<file path="src/rtl/mem_pkg.sv">
// Shared types and constants for the mem_responder slice.
package mem_pkg;

    localparam int unsigned DataWidth = 32;
    localparam int unsigned CntWidth  = 4;

    typedef enum logic [1:0] {
        StIdle,
        StWait,
        StResp
    } state_e;

endpackage

</file>
<file path="src/rtl/mem_array.sv">
// DEPTH x 32 storage: synchronous write port, registered read port.
// Contents are never reset; only the read register is.
module mem_array
    import mem_pkg::*;
#(
    parameter int unsigned DEPTH = 64
) (
    input  logic                         clk,
    input  logic                         rst,
    input  logic                         we,
    input  logic [$clog2(DEPTH)-1:0]     waddr,
    input  logic [DataWidth-1:0]         wdata,
    input  logic                         re,
    input  logic                         rzero,
    input  logic [$clog2(DEPTH)-1:0]     raddr,
    output logic [DataWidth-1:0]         rdata
);

    logic [DataWidth-1:0] mem_q [DEPTH];
    logic [DataWidth-1:0] rdata_q;

    always_ff @(posedge clk) begin
        if (we) begin
            mem_q[waddr] <= wdata;
        end
    end

    // rzero forces a zero response for rejected (out-of-range / misaligned) loads.
    always_ff @(posedge clk or negedge rst) begin
        if (!rst) begin
            rdata_q <= '0;
        end else if (re) begin
            rdata_q <= rzero ? '0 : mem_q[raddr];
        end
    end

    assign rdata = rdata_q;

endmodule

</file>
<file path="src/rtl/mem_responder.sv">
// Single-ported memory responder with WAIT_CYCLES wait states per access.
// Optional misaligned-access error output: define MEM_RESPONDER_ALIGN_CHECK_EN.
module mem_responder
    import mem_pkg::*;
#(
    parameter int unsigned DEPTH       = 64,
    parameter int unsigned WAIT_CYCLES = 2
) (
    input  logic                 clk,
    input  logic                 rst,
    input  logic                 req,
    input  logic                 we,
    input  logic [31:0]          addr,
    input  logic [DataWidth-1:0] wdata,
    output logic                 ready,
    output logic                 ack,
    output logic [DataWidth-1:0] rdata
`ifdef MEM_RESPONDER_ALIGN_CHECK_EN
    ,
    output logic                 err
`endif
);

    localparam int unsigned AddrWidth = $clog2(DEPTH);
    localparam logic [CntWidth-1:0] WaitInit =
        CntWidth'((WAIT_CYCLES == 0) ? 0 : WAIT_CYCLES - 1);

    state_e               state_q, state_d;
    logic [CntWidth-1:0]  cnt_q, cnt_d;
    logic                 we_q;
    logic [31:0]          addr_q;
    logic [DataWidth-1:0] wdata_q;

    logic                 accept;
    logic                 enter_resp;
    logic                 acc_we;
    logic [31:0]          acc_addr;
    logic [DataWidth-1:0] acc_wdata;
    logic                 acc_ok;

    assign accept = (state_q == StIdle) && req;

    // With zero wait states the array is accessed on the accept edge, so use live inputs.
    assign acc_we    = (state_q == StIdle) ? we    : we_q;
    assign acc_addr  = (state_q == StIdle) ? addr  : addr_q;
    assign acc_wdata = (state_q == StIdle) ? wdata : wdata_q;

`ifdef MEM_RESPONDER_ALIGN_CHECK_EN
    assign acc_ok = (acc_addr[31:AddrWidth+2] == '0) && (acc_addr[1:0] == 2'b00);
    assign err    = (state_q == StResp) && (addr_q[1:0] != 2'b00);
`else
    logic unused_addr_lsb;
    assign unused_addr_lsb = ^acc_addr[1:0];
    assign acc_ok = (acc_addr[31:AddrWidth+2] == '0);
`endif

    always_comb begin
        state_d    = state_q;
        cnt_d      = cnt_q;
        enter_resp = 1'b0;
        unique case (state_q)
            StIdle: begin
                if (req) begin
                    if (WAIT_CYCLES == 0) begin
                        state_d    = StResp;
                        enter_resp = 1'b1;
                    end else begin
                        state_d = StWait;
                        cnt_d   = WaitInit;
                    end
                end
            end
            StWait: begin
                if (cnt_q == '0) begin
                    state_d    = StResp;
                    enter_resp = 1'b1;
                end else begin
                    cnt_d = cnt_q - 1'b1;
                end
            end
            StResp:  state_d = StIdle;
            default: state_d = StIdle;
        endcase
    end

    always_ff @(posedge clk or negedge rst) begin
        if (!rst) begin
            state_q <= StIdle;
            cnt_q   <= '0;
            we_q    <= 1'b0;
            addr_q  <= '0;
            wdata_q <= '0;
        end else begin
            state_q <= state_d;
            cnt_q   <= cnt_d;
            if (accept) begin
                we_q    <= we;
                addr_q  <= addr;
                wdata_q <= wdata;
            end
        end
    end

    assign ready = (state_q == StIdle);
    assign ack   = (state_q == StResp);

    mem_array #(
        .DEPTH(DEPTH)
    ) u_mem_array (
        .clk   (clk),
        .rst   (rst),
        .we    (enter_resp && acc_we && acc_ok),
        .waddr (acc_addr[AddrWidth+1:2]),
        .wdata (acc_wdata),
        .re    (enter_resp && !acc_we),
        .rzero (!acc_ok),
        .raddr (acc_addr[AddrWidth+1:2]),
        .rdata (rdata)
    );

endmodule

</file>
<file path="config.mk">
export PLATFORM = sky130hd
export DESIGN_NAME = mem_responder
export DESIGN_NICKNAME = d
export VERILOG_FILES = /design/src/rtl/mem_pkg.sv /design/src/rtl/mem_array.sv /design/src/rtl/mem_responder.sv
export SDC_FILE = /design/constraint.sdc
export NUM_CORES = 2
export LEC_CHECK = 0
export BUFFER_PORTS_ARGS = -buffer_cell sky130_fd_sc_hd__buf_2
export CAP_MARGIN = 20
export CORE_MARGIN = 4
export CORE_UTILIZATION = 53
export DETAILED_ROUTE_END_ITERATION = 8
export PLACE_DENSITY = 0.71
export SLEW_MARGIN = 20
export SYNTH_ARGS = -nofsm -noshare
export SYNTH_HDL_FRONTEND = slang
export SYNTH_HIERARCHICAL = 1
export SYNTH_SLANG_ARGS = --single-unit
</file>
<file path="constraint.sdc">
create_clock -name clk -period 4.3 [get_ports clk]
set_input_delay 0.86 -clock clk [delete_from_list [all_inputs] [get_ports clk]]
set_output_delay 0.86 -clock clk [all_outputs]
set_load 0.005 [all_outputs]
</file>
==> run summary <==
Sequential power share - 0.413
Final setup viols - 0
Syn_area_per_cell - 22.2 um^2
Asr flop ratio synth - 0.0470
Clock power share - 0.264
Worst vdd ir - 0.643 mV
Clock skew - 0.0405 ns
Post-Synth Adder-Cell Area - 0.000151
Reg clk slew, reported paths - 0.06 ns
First-pass GRT wire length - 296000 um
NumNets Final - 4166
Post-CTS Setup Bufs - 0
H-Tree Depth - 4
Area Overhead vs Synth - 14.1%
Power Density - 698 nW/um^2
YS warnings - 6
1st-pass router iterations - 5
Flops & latches, synth - 2149
Data required, critical path - 4.75 ns
Clk Latency, worst-skew pair - 0.82 ns
Initial antenna violation count - 11
Synth Area in XOR/XNOR - 0.000212
I/O pins - 102
Arrival time worst endpoint - 4.30 ns
Die H - 403 um
Max Buffers Root-to-Sink - 3
Final ANT Viol Nets - 0
Final Slew Violations - 0
Row count - 144
CP endpoint kind - flop
Top cell type's share of synthesized area - 0.744
Tmin final - 3.84 ns
Chip width - 403 um
Mapped Cells - 3719
Hold WS - 0.242 ns
Port buffer count - 99
Total gr overflow - 0
Number of global-route vias before repair - 41100
Largest family of logic cells by synthesized area - multiplexers
RSZ-0062 raised after global routing - no
Switch share - 0.315
Fmax - 260 MHz
Initial core utilization - 0.535
HPWL after DPL - 120000 um
Area leader, netlist - edfxtp_1
Root buffer cell - clkbuf_16
CP startpoint kind - flop
Vias after detailed routing - 40900
Period Utilization, post-route - 0.894
Internal power - 45.1 mW
Cts bufs inserted - 207
Critical setup path kind - reg2reg
Placer Congestion - 0.812
DRT iter0 DRCs - 5430
Status - completed
EDFF count, synth - 2048
WL/cell - 32.1 um
Clock sink count - 2149
Post-cts hold buffer count - 1
Post-CTS Resized - 0
Syn nets - 3788
Top_reg_cell synth - edfxtp_1
Compound-Gate Fraction of Synth Area - 0.0159
Hold Path Class - in2reg
Crit Path Max Fanout - 23
Gate power share - 0.323
MaxCap Viol Count - 0
Largest net degree at the start of global routing - 65
Least-Margin Pin Slew - 1.12 ns
Pleak - 30.6 nW
Sequential-to-total area share from yosys stat - 0.775
DRC Markers - 0
Fin. Hold Viols - 0
Top post-synthesis cells by area - edfxtp_1 (74%), mux4_2 (15%), dfrtp_1 (3.1%)
CTS tree - built
Worst rel slew slack - 0.251
Total negative setup slack - 0 ns
Die ar. - 162000 um^2
Layout cell share with drive strength beyond 1 - 0.311
Post-Syn Area - 82600 um^2
Multiplexer share of the synthesized area - 0.171
Core footprint - 155000 um^2
Simple-gate portion of the synthesized area - 0.0240
Net Sw Power - 20.7 mW
Gr usage total - 0.253
Cell variety after synth - 58
Vias per cell - 6.46
Final WL - 203000 um
-- logic make-up after synthesis --
kind of cell,count (synthesis)
compound gates,180
xor+xnor,2
fa+ha+maj,1
buf+inv,207
flops,2149
mux,730
simple gates,450
-- Yosys cell counts (5+ instances only) --
cell / instances
a211oi_1: 19
a21oi_1: 16
a221oi_2: 7
a22o_1: 5
a22oi_1: 44
a31oi_1: 8
a32o_1: 7
and2_1: 5
buf_1: 20
buf_2: 55
buf_4: 31
buf_6: 17
clkbuf_1: 70
dfrtp_1: 101
edfxtp_1: 2048
inv_1: 9
mux2_2: 52
mux2i_1: 137
mux4_2: 541
nand2_1: 244
nand2b_1: 10
nand3_1: 32
nand4_1: 6
nor2_1: 85
nor2b_1: 15
nor3_1: 9
nor4_1: 13
o211ai_1: 10
o21ai_0: 5
o21ai_1: 7
o22ai_1: 37
or4_1: 6
-- routing by layer --
| metal | vias up | part of all wire | global-route usage |
|---|---|---|---|
| li1 | 16400 | - | - |
| met1 | 21800 | 0.38 | 0.362 |
| met2 | 2388 | 0.49 | 0.406 |
| met3 | 354 | 0.11 | 0.0520 |
| met4 | 4 | 0.026 | 0.0675 |
| met5 | - | 0.00014 | 0 |
-- worst max-delay path, cell delays in order, from the launching register on --
cell     delay (ns)
dfrtp_1        0.38
inv_1          0.08
ha_1           0.15
or3b_1         0.47
or4_1          0.57
nor2_1         0.39
nor2b_1        0.32
nand2_1        0.31
buf_4          0.28
nor2_4         0.11
buf_4          0.42
-- layout make-up --
| type | instances | area [um^2] |
|---|---|---|
| Inverter | 11 | 41.3 |
| Clock buffer | 280 | 5620 |
| Timing Repair Buffer | 365 | 3110 |
| Antenna cell | 4 | 10.0 |
| Fill cell | 10500 | 60300 |
| Multi-Input combinational cell | 1363 | 18100 |
| Sequential cell | 2149 | 64000 |
| Clock inverter | 109 | 872 |
| Tap cell | 2044 | 2560 |
-- flip-flops by register name, indices dropped and copies added (netlist names) --
| register | flops |
|---|---|
| u_mem_array/rdata | 32 |
| cnt_q | 4 |
| wdata_q | 32 |
| state_q | 2 |
| addr_q | 30 |
| we_q | 1 |
| u_mem_array/mem_q | 2048 |
-- path summary, 6_finish.rpt --
path,startpoint,to,depth (start not counted),slack [ns]
min reg2reg,wdata_q[4]$_DFFE_PN0P_,wdata_q[4]$_DFFE_PN0P_,2,0.47
max in group asynchronous,rst,wdata_q[20]$_DFFE_PN0P_,3,2.83
min in group asynchronous,rst,u_mem_array/rdata[10]$_DFFE_PN0P_,2,0.60
max reg2reg,cnt_q[0]$_DFFE_PN0P_,u_mem_array/mem_q[32][23]$_DFFE_PP_,10,0.46
max,cnt_q[0]$_DFFE_PN0P_,u_mem_array/mem_q[32][23]$_DFFE_PP_,10,0.46
min,wdata[7],wdata_q[7]$_DFFE_PN0P_,3,0.24
-- power groups by stage --
stage               clock (mW)  sequential (mW)  combinational (mW)
floorplan                    0             27.5                14.0
global placement             0             27.6                20.7
detailed placement           0             27.6                21.2
CTS                       17.6             27.2                21.3
global route              18.5             27.2                22.6
finish                    17.4             27.2                21.3
-- metrics by stage --
step / worst slack [ns] / power (mW) / instances / instance area [um^2] / util
6_report: 0.456 / 65.8 / 6325 / 94300 / 0.610
2_1_floorplan: 0.246 / 41.5 / 3719 / 82600 / -
4_1_cts: 0.465 / 66.1 / 6321 / 94300 / 0.610
3_3_place_gp: 0.340 / 48.3 / 5931 / 87800 / 0.568
5_1_grt: 0.323 / 68.4 / 6322 / 94300 / 0.610
3_5_place_dp: 0.325 / 48.8 / 5931 / 87800 / 0.568
-- cells in the final DEF (no fill, tap or decap), types with 7 or more instances in the layout --
master,synthesis,routed
mux4_2,541,541
buf_4,31,216
buf_12,1,49
clkinv_1,0,44
dfrtp_1,101,101
clkinv_2,0,33
nor2_4,1,63
a32o_1,7,7
nand3_1,32,32
inv_6,0,8
nor2_1,85,23
inv_1,9,9
clkbuf_16,0,210
bufinv_16,0,10
o211ai_1,10,10
nor4_1,13,12
a211oi_1,19,19
a221oi_2,7,7
o21ai_1,7,7
edfxtp_1,2048,2048
buf_2,55,98
nand2_1,244,243
nand2b_1,10,10
mux2_4,0,13
mux2_2,52,36
clkbuf_8,0,10
a31oi_1,8,8
nor2b_1,15,14
mux2i_1,137,137
a21oi_1,16,16
a22oi_1,44,44
o22ai_1,37,37
clkbuf_1,70,60
(Power assumes the default switching activity.)
